**src/rtl/frame_loader.sv**
```systemverilog
// Framed byte loader: hunts for a sync byte, writes NUM_WORDS*4 payload bytes
// into a word buffer, then checks a modulo-256 additive checksum.
module frame_loader #(
  parameter logic [7:0]  SYNC_BYTE      = 8'hA5,
  parameter int unsigned NUM_WORDS      = 20,
  parameter int unsigned TIMEOUT_CYCLES = 50000
) (
  input  logic       clk,
  input  logic       rst,
  input  logic       rx_valid,
  input  logic [7:0] rx_data,
  output logic       receiving,
  output logic [1:0] byte_offset,
  output logic [4:0] word_offset,
  output logic [7:0] data_out,
  output logic       busy,
  output logic       frame_done,
  output logic       frame_err
);

  localparam int unsigned TW = 16;
  localparam int unsigned WW = 5;
  localparam int unsigned BW = 2;
  localparam int unsigned DW = 8;

  localparam logic [TW-1:0] TMO_LAST  = TW'(TIMEOUT_CYCLES - 1);
  localparam logic [WW-1:0] WORD_LAST = WW'(NUM_WORDS - 1);

  typedef enum logic [1:0] {
    IDLE  = 2'd0,
    LOAD  = 2'd1,
    CHECK = 2'd2
  } state_t;

  state_t         state_q, state_d;
  logic [BW-1:0]  byte_ptr_q, byte_ptr_d;
  logic [WW-1:0]  word_ptr_q, word_ptr_d;
  logic [DW-1:0]  csum_q, csum_d;
  logic [TW-1:0]  tmo_q, tmo_d;
  logic           receiving_q, receiving_d;
  logic [DW-1:0]  data_q, data_d;
  logic [BW-1:0]  boff_q, boff_d;
  logic [WW-1:0]  woff_q, woff_d;
  logic           busy_q;
  logic           done_q, done_d;
  logic           err_q, err_d;
  logic           tmo_hit_c;

  assign tmo_hit_c = (tmo_q == TMO_LAST);

  // State and datapath registers
  always_ff @(posedge clk) begin
    if (rst) begin
      state_q     <= IDLE;
      byte_ptr_q  <= '0;
      word_ptr_q  <= '0;
      csum_q      <= '0;
      tmo_q       <= '0;
      receiving_q <= 1'b0;
      data_q      <= '0;
      boff_q      <= '0;
      woff_q      <= '0;
      busy_q      <= 1'b0;
      done_q      <= 1'b0;
      err_q       <= 1'b0;
    end else begin
      state_q     <= state_d;
      byte_ptr_q  <= byte_ptr_d;
      word_ptr_q  <= word_ptr_d;
      csum_q      <= csum_d;
      tmo_q       <= tmo_d;
      receiving_q <= receiving_d;
      data_q      <= data_d;
      boff_q      <= boff_d;
      woff_q      <= woff_d;
      busy_q      <= (state_d != IDLE);
      done_q      <= done_d;
      err_q       <= err_d;
    end
  end

  // Next-state and registered-output logic
  always_comb begin
    state_d     = state_q;
    byte_ptr_d  = byte_ptr_q;
    word_ptr_d  = word_ptr_q;
    csum_d      = csum_q;
    tmo_d       = tmo_q;
    receiving_d = 1'b0;
    data_d      = data_q;
    boff_d      = boff_q;
    woff_d      = woff_q;
    done_d      = 1'b0;
    err_d       = 1'b0;

    case (state_q)
      IDLE: begin
        if (rx_valid && (rx_data == SYNC_BYTE)) begin
          state_d    = LOAD;
          byte_ptr_d = '0;
          word_ptr_d = '0;
          csum_d     = '0;
          tmo_d      = '0;
        end
      end

      LOAD: begin
        // A received byte always wins over an expiring timeout
        if (rx_valid) begin
          tmo_d       = '0;
          receiving_d = 1'b1;
          data_d      = rx_data;
          boff_d      = byte_ptr_q;
          woff_d      = word_ptr_q;
          csum_d      = csum_q + rx_data;
          byte_ptr_d  = byte_ptr_q + BW'(1);
          if (byte_ptr_q == BW'(3)) begin
            word_ptr_d = word_ptr_q + WW'(1);
            if (word_ptr_q == WORD_LAST) begin
              state_d = CHECK;
            end
          end
        end else if (tmo_hit_c) begin
          err_d   = 1'b1;
          tmo_d   = '0;
          state_d = IDLE;
        end else begin
          tmo_d = tmo_q + TW'(1);
        end
      end

      CHECK: begin
        if (rx_valid) begin
          tmo_d   = '0;
          state_d = IDLE;
          if (rx_data == csum_q) begin
            done_d = 1'b1;
          end else begin
            err_d = 1'b1;
          end
        end else if (tmo_hit_c) begin
          err_d   = 1'b1;
          tmo_d   = '0;
          state_d = IDLE;
        end else begin
          tmo_d = tmo_q + TW'(1);
        end
      end

      default: begin
        state_d = IDLE;
      end
    endcase
  end

  assign receiving   = receiving_q;
  assign byte_offset = boff_q;
  assign word_offset = woff_q;
  assign data_out    = data_q;
  assign busy        = busy_q;
  assign frame_done  = done_q;
  assign frame_err   = err_q;

endmodule

```
**config.mk**
```make
export PLATFORM = sky130hd
export DESIGN_NAME = frame_loader
export DESIGN_NICKNAME = d
export VERILOG_FILES = /design/src/rtl/frame_loader.sv
export SDC_FILE = /design/constraint.sdc
export NUM_CORES = 1
export LEC_CHECK = 0
export CAP_MARGIN = 20
export CORE_ASPECT_RATIO = 1.25
export CORE_UTILIZATION = 42
export DETAILED_ROUTE_END_ITERATION = 12
export DONT_BUFFER_PORTS = 1
export HOLD_SLACK_MARGIN = 0.12
export PLACE_DENSITY_LB_ADDON = 0.08
export SLEW_MARGIN = 40
export SYNTH_ARGS = -nofsm -noshare
export SYNTH_HDL_FRONTEND = slang
export SYNTH_SLANG_ARGS = --single-unit
```
**constraint.sdc**
```tcl
create_clock -name clk -period 4.17 [get_ports clk]
set_input_delay 0.6255 -clock clk [delete_from_list [all_inputs] [get_ports clk]]
set_output_delay 0.6255 -clock clk [all_outputs]
set_load 0.005 [all_outputs]
```
==> results.yml <==
outcome:
  outcome: "finished clean"
drt:
  route.met2.wl_microns: 2990
  routedWlPerCell_microns: 14.71
  viasPerCell: 5.461
  dr.pass1.iters: 4
  route.met3.wl_microns: 205
  drt_iter0_markers: 125
  drc: 0
  highest_layer: "met4"
  ant_nets: 0
  wl_met1_microns: 2604
  num_vias: 2179
  wl_microns: 5869
cts:
  clockBufferDepth: 2
  cts_tree: "built"
  cts_buffers: 5
  cts-resized-gates: 0
  clock-sinks: 52
  clk_pin_slew_ns: 0.10
  cts_setup_buffers: 0
  cts-root-buf: "clkbuf_8"
  insertion_delay_ns: 0.31
  postCtsHoldBufs: 0
  cts-htree-levels: 2
synth:
  synthCells: 319
  yosysWarnings: 0
  yosysMostFrequentCell: "dfxtp_1"
  seq_area_frac_synth: 0.3893
  synth.area.top_cells: "dfxtp_1 (39%), nand2_1 (6.9%), ha_1 (6.6%)"
  synth_common_cells: "dfxtp_1 (52), nand2_1 (49), a21oi_1 (29), nor2_1 (27), xor2_1 (17)"
  syn_area_per_cell_sq_um: 8.382
  syn_area_sq_um: 2674
  yosysTopAreaCellShare: 0.3893
  synth_seq_cells: 52
  synth_cell_type_count: 52
  synth_area_leader_cell: "dfxtp_1"
  synth_edf_count: 0
  ys.flop_type: "dfxtp_1"
  syn_nets: 345
  synth-async-reset-ratio: 0
floorplanning:
  io_pins: 30
  core_region_area_sq_um: 6166
  start_util: 0.4336
  die_x_microns: 73.37
  die_area_sq_um: 6691
  num_rows: 32
  die_y_microns: 91.21
sta:
  tns_ns: 0
  hold_violations: 0
  worstMarginPinSlew_ns: 0.6103
  clock_skew_ns: 0.01077
  finalSetupViolations: 0
  rsz0062_at_grt: "no"
  timing.final.crit_period_ns: 2.329
  fmax_ghz: 0.4294
  report.final.slew_viol_count: 0
  slew_headroom: 0.5932
  min_period_over_period: 0.5585
placement:
  numPlacedInstances: 391
  port_buffers: 0
  hpwl_microns: 4275
  gp_congestion: 0.8707
finish:
  drive_gt1_frac: 0.05414
  n_fill_cell: 665
  antenna_cells: 0
  nNetsFinal: 339
  areaGrowthSynthToFinish_pct: 5.896
  layout.cells.non_filler: 399
global_routing:
  grt_pass1_wl_microns: 9963
  grt_start_max_net_pins: 35
  grt_overflow: 0
  grtUsageTotal: 0.1909
  antenna_found_initial: 0
  grt_pass1_vias: 2127
pwr:
  vdd_drop_max_uv: 129.5
  p_per_area_nw_per_um2: 303.8
  power.leakage_nw: 1.035
setup_path:
  end_kind: "flop"
  start_kind: "flop"
  required_ns: 4.40
  rr_worst_depth: 7
  worstSetupPathType: "reg -> reg"
  worstPathArrival_ns: 2.56
  crit_fanout: 15
hold_path:
  hp-class: "in -> reg"
  hold_depth: 1
job:
  maxCapViolCount: 0
[report_power, final]
| group | leakage, nW | internal, W | total, W | switching (W) |
|---|---|---|---|---|
| Clock | 0.0552 | 0.000178 | 0.000340 | 0.000162 |
| Sequential | 0.419 | 0.000496 | 0.000496 | 0.0000000989 |
| Combinational | 0.561 | 0.00000864 | 0.0000240 | 0.0000153 |
[critical path, cell delays in order (launching register included)]
cell and delay, ns:
dfxtp_1 0.35, inv_1 0.11, ha_1 0.51, nor2_1 0.14, or2_2 0.35, nor2_1 0.46, nand4b_1 0.16, a21oi_1 0.17
[final timing paths]
path / start / end / slack, ns
worst min-delay path: rst / tmo_q[14] / 0.37
worst max register to register: state_q[1] / csum_q[4] / 1.84
worst max-delay path: state_q[1] / csum_q[4] / 1.84
worst min register to register: csum_q[0] / csum_q[0] / 0.45
[layout make-up]
type	instances	area [sq um]	area share
clock buffers	6	72.57	0.02563
multi-input cells	241	1520	0.5369
clock inverters	2	35.03	0.01237
well taps	85	106.4	0.03756
flip-flops and latches	52	1041	0.3677
repair buffers	1	11.26	0.003977
inverters	12	45.04	0.01591
[per-stage QoR]
step           utilization  total power, W  setup WS [ns]  cell area [sq um]  hold slack, ns
5_1_grt             0.4592       0.0009015          1.630               2831          0.3451
2_1_floorplan            -       0.0005324          2.069               2674          0.4356
3_3_place_gp        0.4399       0.0005316          1.683               2713          0.4358
6_report            0.4592       0.0008603          1.841               2831          0.3668
4_1_cts             0.4592       0.0008739          1.775               2831          0.3640
3_5_place_dp        0.4418       0.0005319          1.812               2724          0.4428
[registers in the layout, indices dropped and copies added, names as in the netlist]
register and count:
data_out 8, frame_done 1, frame_err 1, tmo_q 16, word_ptr_q 5, byte_offset 2
receiving 1, state_q 2, word_offset 5, csum_q 8, byte_ptr_q 2, busy 1
[routing by layer]
layer / track usage / up-vias
met2: 0.3380 / 35
li1: - / 1109
met4: 0.05449 / 0
met1: 0.2250 / 1027
met5: 0 / -
met3: 0.04329 / 8
[cell usage in the layout, fill, tap and decap left out, types with 3 or more instances in the layout]
cell type,instances
nor3b_1,3
nand2b_1,3
nand4_1,16
o2111ai_1,3
inv_1,12
dfxtp_1,52
nor3_1,5
and2_1,4
nor2_1,27
nand2_1,49
xor2_1,17
nor4_1,5
nand3_1,14
a21oi_1,29
o21ai_0,5
ha_1,14
nor2b_1,3
nand4b_1,3
xnor2_1,3
clkbuf_8,5
[cells by family (layout without fill, tap and decap cells)]
logic type               Yosys count  after routing  synth area share
flip-flops                        52             52            0.3893
XOR/XNOR                          20             20           0.06551
buffers and inverters             26             21           0.04211
AO/OA/AOI/OAI                     57             57            0.1483
multiplexers                       1              1          0.003744
adder cells (fa/ha/maj)           15             15           0.07300
AND/OR/NAND/NOR                  148            148            0.2780
No activity file was read; power rests on OpenSTA's default activity.
